$ cat src/rtl/cdb_arbiter_pkg.sv
// Shared definitions for the common-data-bus arbiter.
//   ROB_WIDTH / DATA_WIDTH : default tag and result widths
//   CDB_NUM_SRC            : default number of result producers
//   CDB_SRC_RS / LSB       : producer indices on the bus
//   cdb_src_w()            : width of a source index (never below 1 bit)
package cdb_arbiter_pkg;
  localparam int ROB_WIDTH   = 5;
  localparam int DATA_WIDTH  = 32;
  localparam int CDB_NUM_SRC = 2;
  localparam int CDB_SRC_RS  = 0;
  localparam int CDB_SRC_LSB = 1;

  function automatic int cdb_src_w(input int n);
    return (n > 1) ? $clog2(n) : 1;
  endfunction
endpackage

$ cat src/rtl/cdb_arbiter_if.sv
// Bundle of producer-side and broadcast-side signals of the CDB arbiter.
//   src_valid/src_ready/src_rob_id/src_data : per-source offer (packed, source 0 at LSBs)
//   cdb_en/cdb_rob_id/cdb_data/cdb_src      : broadcast to RS, LSB and ROB
// master = producers/consumers around the arbiter, slave = the arbiter itself.
interface cdb_arbiter_if
  import cdb_arbiter_pkg::*;
#(
  parameter int NUM_SRC    = CDB_NUM_SRC,
  parameter int ROB_W      = cdb_arbiter_pkg::ROB_WIDTH,
  parameter int DATA_W     = cdb_arbiter_pkg::DATA_WIDTH,
  parameter int SRC_W      = cdb_src_w(NUM_SRC)
);
  logic [NUM_SRC-1:0]        src_valid;
  logic [NUM_SRC-1:0]        src_ready;
  logic [NUM_SRC*ROB_W-1:0]  src_rob_id;
  logic [NUM_SRC*DATA_W-1:0] src_data;
  logic                      cdb_en;
  logic [ROB_W-1:0]          cdb_rob_id;
  logic [DATA_W-1:0]         cdb_data;
  logic [SRC_W-1:0]          cdb_src;

  modport master (
    output src_valid, src_rob_id, src_data,
    input  src_ready, cdb_en, cdb_rob_id, cdb_data, cdb_src
  );

  modport slave (
    input  src_valid, src_rob_id, src_data,
    output src_ready, cdb_en, cdb_rob_id, cdb_data, cdb_src
  );
endinterface

$ cat src/rtl/cdb_fifo.sv
// Per-source result queue of the CDB arbiter.
//   clk_in, rst_n_in : clock, asynchronous active-low reset (pointers/count only)
//   push, din        : enqueue din at the tail
//   pop              : dequeue the head
//   clear            : empty the queue (wins over push/pop)
//   head, count      : current head entry and occupancy 0..DEPTH
// Callers guarantee push only when not full and pop only when not empty.
module cdb_fifo #(
  parameter int DEPTH = 4,
  parameter int WIDTH = 37
) (
  input  logic                       clk_in,
  input  logic                       rst_n_in,
  input  logic                       push,
  input  logic                       pop,
  input  logic                       clear,
  input  logic [WIDTH-1:0]           din,
  output logic [WIDTH-1:0]           head,
  output logic [$clog2(DEPTH+1)-1:0] count
);
  localparam int PW = $clog2(DEPTH);
  localparam int CW = $clog2(DEPTH+1);

  logic [WIDTH-1:0] r_mem [DEPTH];
  logic [PW-1:0]    r_wptr;
  logic [PW-1:0]    r_rptr;
  logic [CW-1:0]    r_count;

  // DEPTH is a power of two, so pointers wrap naturally.
  always_ff @(posedge clk_in or negedge rst_n_in) begin
    if (!rst_n_in) begin
      r_wptr  <= '0;
      r_rptr  <= '0;
      r_count <= '0;
    end else if (clear) begin
      r_wptr  <= '0;
      r_rptr  <= '0;
      r_count <= '0;
    end else begin
      if (push) r_wptr <= r_wptr + PW'(1);
      if (pop)  r_rptr <= r_rptr + PW'(1);
      case ({push, pop})
        2'b10:   r_count <= r_count + CW'(1);
        2'b01:   r_count <= r_count - CW'(1);
        default: r_count <= r_count;
      endcase
    end
  end

  // Storage carries no reset; validity is tracked by r_count alone.
  always_ff @(posedge clk_in) begin
    if (push && !clear) r_mem[r_wptr] <= din;
  end

  assign head  = r_mem[r_rptr];
  assign count = r_count;
endmodule

$ cat src/rtl/cdb_arbiter.sv
// Common data bus scheduler: queues results from NUM_SRC producers and broadcasts
// at most one per cycle, picking round-robin among non-empty queues.
//   clk_in, rst_n_in : clock, asynchronous active-low reset
//   rdy_in           : global enable, low freezes all state
//   flush            : mispredict flush, empties every queue and resets rr pointer
//   bus (slave)      : producer offers and CDB broadcast, see cdb_arbiter_if
module cdb_arbiter
  import cdb_arbiter_pkg::*;
#(
  parameter int NUM_SRC    = CDB_NUM_SRC,
  parameter int DEPTH      = 4,
  parameter int ROB_WIDTH  = cdb_arbiter_pkg::ROB_WIDTH,
  parameter int DATA_WIDTH = cdb_arbiter_pkg::DATA_WIDTH
) (
  input  logic         clk_in,
  input  logic         rst_n_in,
  input  logic         rdy_in,
  input  logic         flush,
  cdb_arbiter_if.slave bus
);
  localparam int EW    = ROB_WIDTH + DATA_WIDTH;
  localparam int CW    = $clog2(DEPTH+1);
  localparam int SRC_W = cdb_src_w(NUM_SRC);

  logic [EW-1:0]      w_head [NUM_SRC];
  logic [CW-1:0]      w_count [NUM_SRC];
  logic [NUM_SRC-1:0] w_ready;
  logic [NUM_SRC-1:0] w_push;
  logic [NUM_SRC-1:0] w_pop;
  logic [NUM_SRC-1:0] w_nonempty;
  logic               w_active;
  logic               w_any;
  logic               w_clear;
  logic [SRC_W-1:0]   w_grant;
  logic [SRC_W-1:0]   r_rr_ptr;

  assign w_active = rdy_in && !flush;
  // A frozen core keeps its queues even if flush is raised meanwhile.
  assign w_clear  = rdy_in && flush;

  genvar g;
  for (g = 0; g < NUM_SRC; g++) begin : g_src
    // Ready looks at the registered count only; a pop in the same cycle does not help.
    assign w_ready[g]    = w_active && (w_count[g] < CW'(DEPTH));
    assign w_nonempty[g] = (w_count[g] != '0);
    assign w_push[g]     = w_ready[g] && bus.src_valid[g];
    assign w_pop[g]      = bus.cdb_en && (w_grant == SRC_W'(g));

    cdb_fifo #(
      .DEPTH (DEPTH),
      .WIDTH (EW)
    ) u_fifo (
      .clk_in   (clk_in),
      .rst_n_in (rst_n_in),
      .push     (w_push[g]),
      .pop      (w_pop[g]),
      .clear    (w_clear),
      .din      ({bus.src_rob_id[g*ROB_WIDTH +: ROB_WIDTH],
                  bus.src_data[g*DATA_WIDTH +: DATA_WIDTH]}),
      .head     (w_head[g]),
      .count    (w_count[g])
    );
  end

  // First non-empty queue scanning rr_ptr, rr_ptr+1, ... mod NUM_SRC.
  always_comb begin
    w_any   = 1'b0;
    w_grant = '0;
    for (int k = 0; k < NUM_SRC; k++) begin
      if (!w_any && w_nonempty[(int'(r_rr_ptr) + k) % NUM_SRC]) begin
        w_any   = 1'b1;
        w_grant = SRC_W'((int'(r_rr_ptr) + k) % NUM_SRC);
      end
    end
  end

  assign bus.src_ready  = w_ready;
  assign bus.cdb_en     = w_active && w_any;
  assign bus.cdb_rob_id = bus.cdb_en ? w_head[w_grant][EW-1 -: ROB_WIDTH] : '0;
  assign bus.cdb_data   = bus.cdb_en ? w_head[w_grant][DATA_WIDTH-1:0] : '0;
  assign bus.cdb_src    = bus.cdb_en ? w_grant : '0;

  always_ff @(posedge clk_in or negedge rst_n_in) begin
    if (!rst_n_in) begin
      r_rr_ptr <= '0;
    end else if (w_clear) begin
      r_rr_ptr <= '0;
    end else if (bus.cdb_en) begin
      r_rr_ptr <= SRC_W'((int'(w_grant) + 1) % NUM_SRC);
    end
  end
endmodule

$ cat src/flat_wrapper.sv
// flat-port wrapper written by rule: the top's interface ports become plain ports
module cdb_arbiter_flat import cdb_arbiter_pkg::*;
#(
  parameter int NUM_SRC    = CDB_NUM_SRC,
  parameter int DEPTH      = 4,
  parameter int ROB_WIDTH  = cdb_arbiter_pkg::ROB_WIDTH,
  parameter int DATA_WIDTH = cdb_arbiter_pkg::DATA_WIDTH
)
  (clk_in, rst_n_in, rdy_in, flush, bus_src_valid, bus_src_rob_id, bus_src_data, bus_src_ready, bus_cdb_en, bus_cdb_rob_id, bus_cdb_data, bus_cdb_src);
  cdb_arbiter_if #(.NUM_SRC(NUM_SRC), .ROB_W(5), .DATA_W(32)) bus_i ();
  input  logic clk_in;
  input  logic rst_n_in;
  input  logic rdy_in;
  input  logic flush;
  input wire logic [$bits(bus_i.src_valid)-1:0] bus_src_valid;
  input wire logic [$bits(bus_i.src_rob_id)-1:0] bus_src_rob_id;
  input wire logic [$bits(bus_i.src_data)-1:0] bus_src_data;
  output wire logic [$bits(bus_i.src_ready)-1:0] bus_src_ready;
  output wire logic [$bits(bus_i.cdb_en)-1:0] bus_cdb_en;
  output wire logic [$bits(bus_i.cdb_rob_id)-1:0] bus_cdb_rob_id;
  output wire logic [$bits(bus_i.cdb_data)-1:0] bus_cdb_data;
  output wire logic [$bits(bus_i.cdb_src)-1:0] bus_cdb_src;
  assign bus_i.src_valid = bus_src_valid;
  assign bus_i.src_rob_id = bus_src_rob_id;
  assign bus_i.src_data = bus_src_data;
  assign bus_src_ready = bus_i.src_ready;
  assign bus_cdb_en = bus_i.cdb_en;
  assign bus_cdb_rob_id = bus_i.cdb_rob_id;
  assign bus_cdb_data = bus_i.cdb_data;
  assign bus_cdb_src = bus_i.cdb_src;
  cdb_arbiter #(.NUM_SRC(NUM_SRC), .DEPTH(DEPTH), .ROB_WIDTH(ROB_WIDTH), .DATA_WIDTH(DATA_WIDTH)) u_core (.clk_in(clk_in), .rst_n_in(rst_n_in), .rdy_in(rdy_in), .flush(flush), .bus(bus_i));
endmodule
$ cat config.mk
export PLATFORM = sky130hd
export DESIGN_NAME = cdb_arbiter_flat
export DESIGN_NICKNAME = d
export VERILOG_FILES = /design/src/rtl/cdb_arbiter_pkg.sv /design/src/rtl/cdb_arbiter_if.sv /design/src/rtl/cdb_fifo.sv /design/src/rtl/cdb_arbiter.sv /design/src/flat_wrapper.sv
export SDC_FILE = /design/constraint.sdc
export NUM_CORES = 1
export LEC_CHECK = 0
export CELL_PAD_IN_SITES_DETAIL_PLACEMENT = 0
export CELL_PAD_IN_SITES_GLOBAL_PLACEMENT = 1
export CORE_ASPECT_RATIO = 1.4
export CORE_MARGIN = 2
export CORE_UTILIZATION = 32
export DETAILED_ROUTE_END_ITERATION = 10
export PLACE_DENSITY_LB_ADDON = 0.2
export SLEW_MARGIN = 20
export SYNTH_ARGS = -nofsm -noshare
export SYNTH_HDL_FRONTEND = slang
export SYNTH_HIERARCHICAL = 1
export SYNTH_SLANG_ARGS = --single-unit
export TNS_END_PERCENT = 20
$ cat constraint.sdc
create_clock -name clk_in -period 3 [get_ports clk_in]
set_input_delay 0.6 -clock clk_in [delete_from_list [all_inputs] [get_ports clk_in]]
set_output_delay 0.6 -clock clk_in [all_outputs]
set_load 0.05 [all_outputs]
# == Yosys cells after proc, flatten, opt, wreduce, memory -nomap -nowiden ==
# Memory sizes are Yosys's and may differ from the RTL's.
# Index checks and enable logic that the tools add are counted.
# word_totals
out_inout_bits,41
elab_cells,88
mem_bits_rw,296
in_bits,80
regBits,15
mem_count,2
# mem_list
name,depth,word_bits,read_ports,rd_ports_with_merged_regs,write_ports,line_no,text
u_core.g_src[0].u_fifo.r_mem,4,37,1,0,1,cdb_fifo.sv:24,logic [WIDTH-1:0] r_mem [DEPTH];
u_core.g_src[1].u_fifo.r_mem,4,37,1,0,1,cdb_fifo.sv:24,
# classes
eq_ne,4
n_bitwise,3
addsub,10
n_mux,33
n_reduce_logical,24
n_lt_le_gt_ge,5
# op_table
op,n
$mux 37,3
$mux 32,1
$mux 1,16
$mux 2,8
$logic_and 1x1->1,12
$pmux 3 s2,2
$reduce_bool 3->1,4
$reduce_bool 2->1,5
$add 2x1->2 const B,4
$add 3x1->3 const B,2
$lt 3x3->1 const B,2
$mux 3,2
$sub 3x1->3 const B,2
$mux 5,1
$eq 2x1->1 const B,2
$eq 2x2->1 const B,2
$logic_not 1->1,3
$lt 2x3->1 const B,1
$add 1x1->1 const B,2
$ge 2x2->1 const B,1
$lt 1x2->1 const B,1
$not 1->2,1
$and 1x1->1 const A,1
$not 1->1,1

# == Depth between registers and ports, before layout ==
# Gate-level depths: netlist (run 1).
# depth
ltp_word,12
mapped_depth,10

# == Cells and area by module ==
# The synthesis (run 1) kept the hierarchy.
# modules_own_cells
mod,instances,cells_per_inst,area_each_um2
cdb_fifo,2,234,5756.8
cdb_arbiter,1,146,788.3

# == Worst setup path before layout (run 1) ==
# OpenSTA, ideal clock, no wires.
# synth_timing
path_kind,input to register
startpoint,input flush
endpoint,"memory u_core.g_src[0].u_fifo.r_mem[0][0], enable pin"
path_stages,6
t_arrival_ns,2.978
n_path_buf,1
setup_time_ns,0.398
setup_slack_ns,-0.376
path_cell_list,nand2b_1 nor2_1 and2_1 buf_2 nor2b_1 and2_1
# synth_via
elab_chain_cells,7
word_cells_on_any_way,9
cone_classes,2 x mux; 7 x reduce/logical
# synth_rtl
element,line_no,text
from (decl),flat_wrapper.sv:14,input logic flush;
$logic_not 1->1,cdb_arbiter.sv:37,assign w_active = rdy_in && !flush;
$logic_and 1x1->1,cdb_arbiter.sv:37,
$logic_and 1x1->1,cdb_arbiter.sv:44,assign w_ready[g] = w_active && (w_count[g] < CW'(DEPTH));
via bus_src_ready[0],flat_wrapper.sv:18,output wire logic [$bits(bus_i.src_ready)-1:0] bus_src_ready;
$logic_and 1x1->1,cdb_arbiter.sv:46,assign w_push[g] = w_ready[g] && bus.src_valid[g];
via u_core.w_push[0],cdb_arbiter.sv:28,logic [NUM_SRC-1:0] w_push;
$logic_and 1x1->1,cdb_fifo.sv:52,if (push && !clear) r_mem[r_wptr] <= din;
$mux 1,cdb_fifo.sv:52,
$mux 1 (implied by the code),cdb_fifo.sv:52,
to (decl),cdb_fifo.sv:24,
# The timed path passes the listed nets, and every way through them passes these cells.

==> results.yml, run 1 <==
synth:
  ys_dominant_reg_cell: "edfxtp_1"
  ys_top_cells_by_area: "edfxtp_1 (72%), mux4_2 (14%), dfrtp_1 (3.1%)"
  syn_area_per_cell_um2: 20.0
  yosysTopAreaCell: "edfxtp_1"
  synth_commonest_cells: "edfxtp_1 (296), nand2_1 (76), mux4_2 (74), o22ai_1 (38), nor2_1 (16)"
  synth_cell_types: 28
  synth_most_common_cell: "edfxtp_1"
  async_flop_share: 0.0482
  synth_edf_count: 296
  syn_area_mm2: 0.0123
  yosysSeqAreaShare: 0.753
  synth_top_area_share: 0.723
  synth_seq_cells: 311
  netlist_instances: 614
  synthesis.nets: 704
  yosysWarnings: 6
pwr:
  clock_power_share: 0.281
  power_mw: 12.7
  internal_power_mw: 8.85
  netSwitchingPower_mw: 3.85
  comb_power_share: 0.318
  pwr-share-seq: 0.400
  powerDensity_mw_per_mm2: 805
  swShare: 0.303
  ir_worst_vdd_mv: 0.335
  p_leak_nw: 5.04
sta:
  setup-tns-final_ns: 0
  slew_viol_final: 0
  whs_ns: 0.503
  period_share: 0.976
  setup_viol: 0
  relSlewSlack: 0.487
  finalClockSkew_ns: 0.0121
  layout_min_cycle_time_ns: 2.93
  worst_slew_pin_slew_ns: 0.767
  hold_viol: 0
  fmax_mhz: 342
  rsz0062_at_grt: "true"
detailed_routing:
  first_pass_iters: 4
  final_antenna_net_count: 0
  vias: 6218
  drt-wirelength-per-cell_um: 22.1
  viasPerCell: 4.88
  finalWirelength_um: 28200
  drcViolationCount: 0
  drt-initial-drc-count: 393
finish:
  drive_gt1_frac: 0.281
  nets: 863
  synthToLayoutAreaGrowth_pct: 28.3
setup_path:
  worst-setup-path-type: "reg2out"
  cp.arrival_ns: 2.33
  crit_path_end_kind: "primary output"
  start_kind: "flop"
  worst_ep_required_time_ns: 2.40
  critPathMaxFanout: 17
clocking:
  clk_latency_ns: 0.54
  cts_sinks: 311
  clk_pin_slew_ns: 0.06
  holdBufCountCts: 0
  cts_htree_levels: 1
  cts_tree: "done"
  clk_path_buf_depth: 3
  cts_root_buf: "clkbuf_16"
  numCtsBuffers: 28
grt:
  grt_max_degree: 39
  antenna_found_initial: 2
  first_global_vias: 6592
  overflow: 0
  grt_use_total: 0.142
  grt_pass1_wl_um: 41800
worst_hold_path:
  hold_class: "in2async"
place:
  place.gp.congestion: 0.792
  port_buffers: 120
  dp_hpwl_um: 18300
die:
  die-area_mm2: 0.0400
  io_pins: 121
  initial_utilization: 0.322
  die_y_um: 236
  fp.coreArea_mm2: 0.0382
  rows: 85
  die_w_um: 170
job:
  cap_violations: 0
outcome:
  outcome: "complete, no violations"
[power by group through the flow]
stage               Clock [mW]  Sequential, mW  Combinational [mW]
floorplan                    0            5.11                2.37
global placement             0            5.17                3.72
detailed placement           0            5.19                3.75
CTS                       3.69            5.09                4.05
global route              3.82            5.10                4.26
finish                    3.57            5.09                4.04
[cell type report]
cell class | count | area (um2)
Tap cell | 478 | 598
Antenna cell | 2 | 5.00
Clock buffer | 35 | 748
Clock inverter | 17 | 179
Inverter | 5 | 18.8
Sequential cell | 311 | 9270
Multi-Input combinational cell | 264 | 2850
Timing Repair Buffer | 163 | 2110
Fill cell | 3360 | 22400
[state kept, by name, summed over array words and instances (netlist names)]
register / cells
u_core/g_src.u_fifo/count: 6
u_core/g_src.u_fifo/r_mem: 296
u_core/g_src.u_fifo/r_rptr: 4
u_core/g_src.u_fifo/r_wptr: 4
u_core/r_rr_ptr: 1
[metrics by stage]
stage	cells	area, um2	utilization	setup slack, ns
floorplan	614	12300	-	-0.376
global placement	1209	14700	0.385	0.0246
detailed placement	1209	14700	0.385	0.00386
CTS	1273	15800	0.413	0.00128
global route	1275	15800	0.413	-0.0104
finish	1275	15800	0.413	0.0718
[per-layer routing]
layer	global-route usage	wire [um]	up-vias
met5	0	0	-
met1	0.186	11900	3260
met2	0.242	14400	125
met3	0.0196	1050	38
met4	0.0500	811	0
li1	-	-	2795
[repair_timing]
| item | in CTS | in global routing |
|---|---|---|
| endpoints found under the setup margin | 33 | 10 |
| cloned | 3 | 0 |
| pin swaps | 3 | 0 |
| setup buffers | 9 | 0 |
| resized for setup | 6 | 5 |
[cell families after synthesis]
kind of cell / Yosys count / synth area share
AOI/OAI and AO/OA: 44 / 0.0231
xor gates and xnor gates: 10 / 0.00712
adders and majority gates: 10 / 0.0114
buffers and inverters: 41 / 0.0220
DFF: 311 / 0.753
muxes: 78 / 0.139
and+or+nand+nor: 120 / 0.0447
[layout by cell type, fill, tap and decap left out, drive strengths merged, types with 3 or more instances in the layout]
master and n:
nor3 4, buf 84, nand2 76, edfxtp 296, nor3b 4, xnor2 6
clkdlybuf4s50 79, xor2 4, nor2b 4, mux4 74, inv 6, mux2i 4
o21bai 4, and2 11, o22ai 38, clkbuf 35, dfrtp 15, ha 8
nor2 16, bufinv 3, clkinv 11
[worst paths after layout]
kind	slack, ns	start	end	depth (start not counted)
max in group asynchronous	1.93	rst_n_in	u_core/g_src[1].u_fifo/r_rptr[0]$_DFFE_PN0P_	1
min	0.50	rst_n_in	u_core/g_src[0].u_fifo/count[0]$_DFFE_PN0P_	1
min reg2reg	0.61	u_core/g_src[0].u_fifo/r_wptr[1]$_DFFE_PN0P_	u_core/g_src[0].u_fifo/r_wptr[1]$_DFFE_PN0P_	2
min in group clk_in	0.61	u_core/g_src[0].u_fifo/r_wptr[1]$_DFFE_PN0P_	u_core/g_src[0].u_fifo/r_wptr[1]$_DFFE_PN0P_	2
max	0.07	u_core/g_src[0].u_fifo/r_rptr[0]$_DFFE_PN0P_	bus_cdb_rob_id[2]	5
max reg2reg	0.47	u_core/g_src[0].u_fifo/count[2]$_DFFE_PN0P_	u_core/g_src[0].u_fifo/count[2]$_DFFE_PN0P_	9
[worst max-delay path, cell delays in order (launching register included)]
cell and delay (ns):
dfrtp_4 0.55, buf_12 0.19, mux4_2 0.35, nand2_1 0.06, o22ai_1 0.41, buf_12 0.20
Note: power is estimated with default switching activity, not from simulation.
==> inputs of run 2 (changes only) <==
--- a/config.mk
+++ b/config.mk
@@ -5,10 +5,10 @@
 export SDC_FILE = /design/constraint.sdc
 export NUM_CORES = 1
 export LEC_CHECK = 0
+export ABC_AREA = 1
 export CELL_PAD_IN_SITES_DETAIL_PLACEMENT = 0
 export CELL_PAD_IN_SITES_GLOBAL_PLACEMENT = 1
 export CORE_ASPECT_RATIO = 1.4
-export CORE_MARGIN = 2
 export CORE_UTILIZATION = 32
 export DETAILED_ROUTE_END_ITERATION = 10
 export PLACE_DENSITY_LB_ADDON = 0.2
==> results.yml, run 2 <==
outcome:
  outcome: "complete, no violations"
sta:
  layout_min_cycle_time_ns: 2.96
  period_share: 0.986
  whs_ns: 0.516
  relSlewSlack: 0.433
  rsz0062_at_grt: "true"
  hold_viol: 0
  slew_viol_final: 0
  setup_viol: 0
  fmax_mhz: 338
  finalClockSkew_ns: 0.00686
  worst_slew_pin_slew_ns: 0.848
  setup-tns-final_ns: 0
synth:
  syn_area_mm2: 0.0129
  synth_commonest_cells: "edfxtp_1 (296), nor2_1 (141), o21ai_0 (126), nand2_1 (103), o22ai_1 (54)"
  synth_cell_types: 29
  synth_most_common_cell: "edfxtp_1"
  synthSimpleGateAreaFrac: 0.118
  ys_top_cells_by_area: "edfxtp_1 (69%), o21ai_0 (4.9%), nor2_1 (4.1%)"
  yosysTopAreaCell: "edfxtp_1"
  netlist_instances: 984
  synth_top_family_by_area: "simple AND/OR/NAND/NOR gates"
  async_flop_share: 0.0482
  synthAdderAreaFrac: 0.0109
  yosysWarnings: 6
  yosysSeqAreaShare: 0.717
  synth_edf_count: 296
  synth-xor-area-share: 0
  synth_compound_area_frac: 0.109
  ys_dominant_reg_cell: "edfxtp_1"
  synth_mux_area_frac: 0
  syn_area_per_cell_um2: 13.1
  synth_seq_cells: 311
  synth_top_area_share: 0.688
  synthesis.nets: 1074
setup_path:
  worst_ep_required_time_ns: 2.40
  worst-setup-path-type: "reg2out"
  cp_top_family: "buffers and inverters"
  crit_path_end_kind: "primary output"
  start_kind: "flop"
  critPathMaxFanout: 75
  timing.critical_path.buf_inv: 2
  cp_slowest_cell: "dfrtp_2"
  cp.arrival_ns: 2.36
  crit_path_cell_trace: "buf_12, o21ai_0, o22ai_1, nand3_1, nand2_1, buf_4"
  slowest_delay_ns: 0.44
detailed_routing:
  viasPerCell: 4.78
  vias: 7966
  final_antenna_net_count: 0
  drt-initial-drc-count: 308
  first_pass_iters: 4
  drt-wirelength-per-cell_um: 19.1
  drcViolationCount: 0
  dr_wl_met3_um: 1410
  routed-wl-met2_um: 16300
  m1WireLength_um: 13500
  top_layer: "met4"
  finalWirelength_um: 31800
die:
  die-area_mm2: 0.0412
  die_y_um: 240
  fp.coreArea_mm2: 0.0396
  initial_utilization: 0.326
  die_w_um: 172
  rows: 86
  io_pins: 121
clocking:
  cts_sinks: 311
  cts_root_buf: "clkbuf_16"
  clk_path_buf_depth: 3
  cts_htree_levels: 1
  numCtsBuffers: 31
  clk_latency_ns: 0.57
  clk_pin_slew_ns: 0.06
  cts_tree: "done"
pwr:
  internal_power_mw: 8.71
  pwr-share-seq: 0.367
  powerDensity_mw_per_mm2: 856
  ir_worst_vdd_mv: 0.400
  swShare: 0.363
  comb_power_share: 0.348
  netSwitchingPower_mw: 4.96
  clock_power_share: 0.285
  p_leak_nw: 5.54
  power_mw: 13.7
finish:
  top_register: "u_core/g_src.u_fifo/r_mem"
  final_cell_area_mm2: 0.0160
  drive_gt1_frac: 0.178
  n_fill_cell: 3847
  layout_common_cells: "edfxtp_1 (296), nor2_1 (133), o21ai_0 (126)"
  final_common_cell: "edfxtp_1"
  synthToLayoutAreaGrowth_pct: 23.7
  utilization: 0.403
  nets: 1202
  largest_reg_flops: 296
grt:
  overflow: 0
  first_global_vias: 7959
  grt_max_degree: 76
  antenna_found_initial: 1
  grt_use_total: 0.158
  grt_pass1_wl_um: 48300
job:
  cap_violations: 0
worst_hold_path:
  hold_class: "in2async"
place:
  place_area_mm2: 0.0149
  dp_hpwl_um: 20200
  place.gp.congestion: 0.755
  port_buffers: 120
run 2: kinds of logic (layout without fill, tap and decap cells):
kind of cell,count (synthesis),count (layout)
other cells,0,2
simple gates,331,331
buf+inv,97,250
fa+ha+maj,10,10
compound gates,235,235
flops,311,311
run 2: timing repair:
action / CTS / global route
endpoints found under the setup margin: 6 / 11
pin swaps: 0 / 0
gates resized for setup: 3 / 7
cloned: 1 / 0
hold buffers: 0 / 0
setup buffers: 0 / 0
run 2: path summary, 6_finish.rpt:
check / startpoint / end / slack (ns) / cells past startpoint
worst max-delay path: u_core/g_src[0].u_fifo/r_rptr[0]$_DFFE_PN0P_ / bus_cdb_data[26] / 0.04 / 6
worst min-delay path: rst_n_in / u_core/g_src[0].u_fifo/count[1]$_DFFE_PN0P_ / 0.52 / 1
worst max register to register: u_core/g_src[1].u_fifo/count[1]$_DFFE_PN0P_ / u_core/g_src[0].u_fifo/count[2]$_DFFE_PN0P_ / 0.66 / 16
worst min register to register: u_core/r_rr_ptr$_DFFE_PN0P_ / u_core/r_rr_ptr$_DFFE_PN0P_ / 0.52 / 2
max in group asynchronous: rst_n_in / u_core/g_src[0].u_fifo/r_rptr[0]$_DFFE_PN0P_ / 1.90 / 1
min in group clk_in: u_core/r_rr_ptr$_DFFE_PN0P_ / u_core/r_rr_ptr$_DFFE_PN0P_ / 0.52 / 2
run 2: power by group through the flow:
stage / clock network (mW) / logic [mW] / registers [mW]
final: 3.89 / 4.76 / 5.02
after global routing: 4.16 / 5.15 / 5.04
after CTS: 4.00 / 4.80 / 5.02
after detailed placement: 0 / 4.71 / 5.10
after global placement: 0 / 4.72 / 5.11
after floorplan: 0 / 3.22 / 5.08
run 2: layer usage:
metal | vias up | track usage
met3 | 36 | 0.0254
met5 | - | 0
met4 | 0 | 0.0459
met1 | 3973 | 0.202
li1 | 3825 | -
met2 | 132 | 0.274
run 2: layout make-up:
cell class	count	area (um2)	share of cell area
Sequential cell	311	9270	0.580
Multi-Input combinational cell	576	3150	0.197
Timing Repair Buffer	155	1720	0.108
Clock buffer	40	830	0.0519
Tap cell	528	661	0.0414
Clock inverter	18	194	0.0121
Inverter	37	149	0.00932
Antenna cell	2	5.00	0.000313
run 2: worst reg2reg max path: stages, from the launching register on:
cell	delay [ns]
dfrtp_1	0.41
nor2_1	0.22
nand2_1	0.17
nand2_4	0.19
buf_12	0.21
nand2_1	0.11
inv_1	0.12
inv_2	0.06
nor2_1	0.17
fa_1	0.22
inv_1	0.04
nand2_1	0.06
nand2_1	0.06
nand2_1	0.05
nand2_1	0.05
nand2_1	0.05
nand2_1	0.05
run 2: per-stage QoR:
step	worst slack [ns]	std cells
3_3_place_gp	0.190	1606
5_1_grt	-0.0307	1666
2_1_floorplan	-0.0931	984
4_1_cts	0.0178	1665
6_report	0.0430	1667
3_5_place_dp	0.184	1606
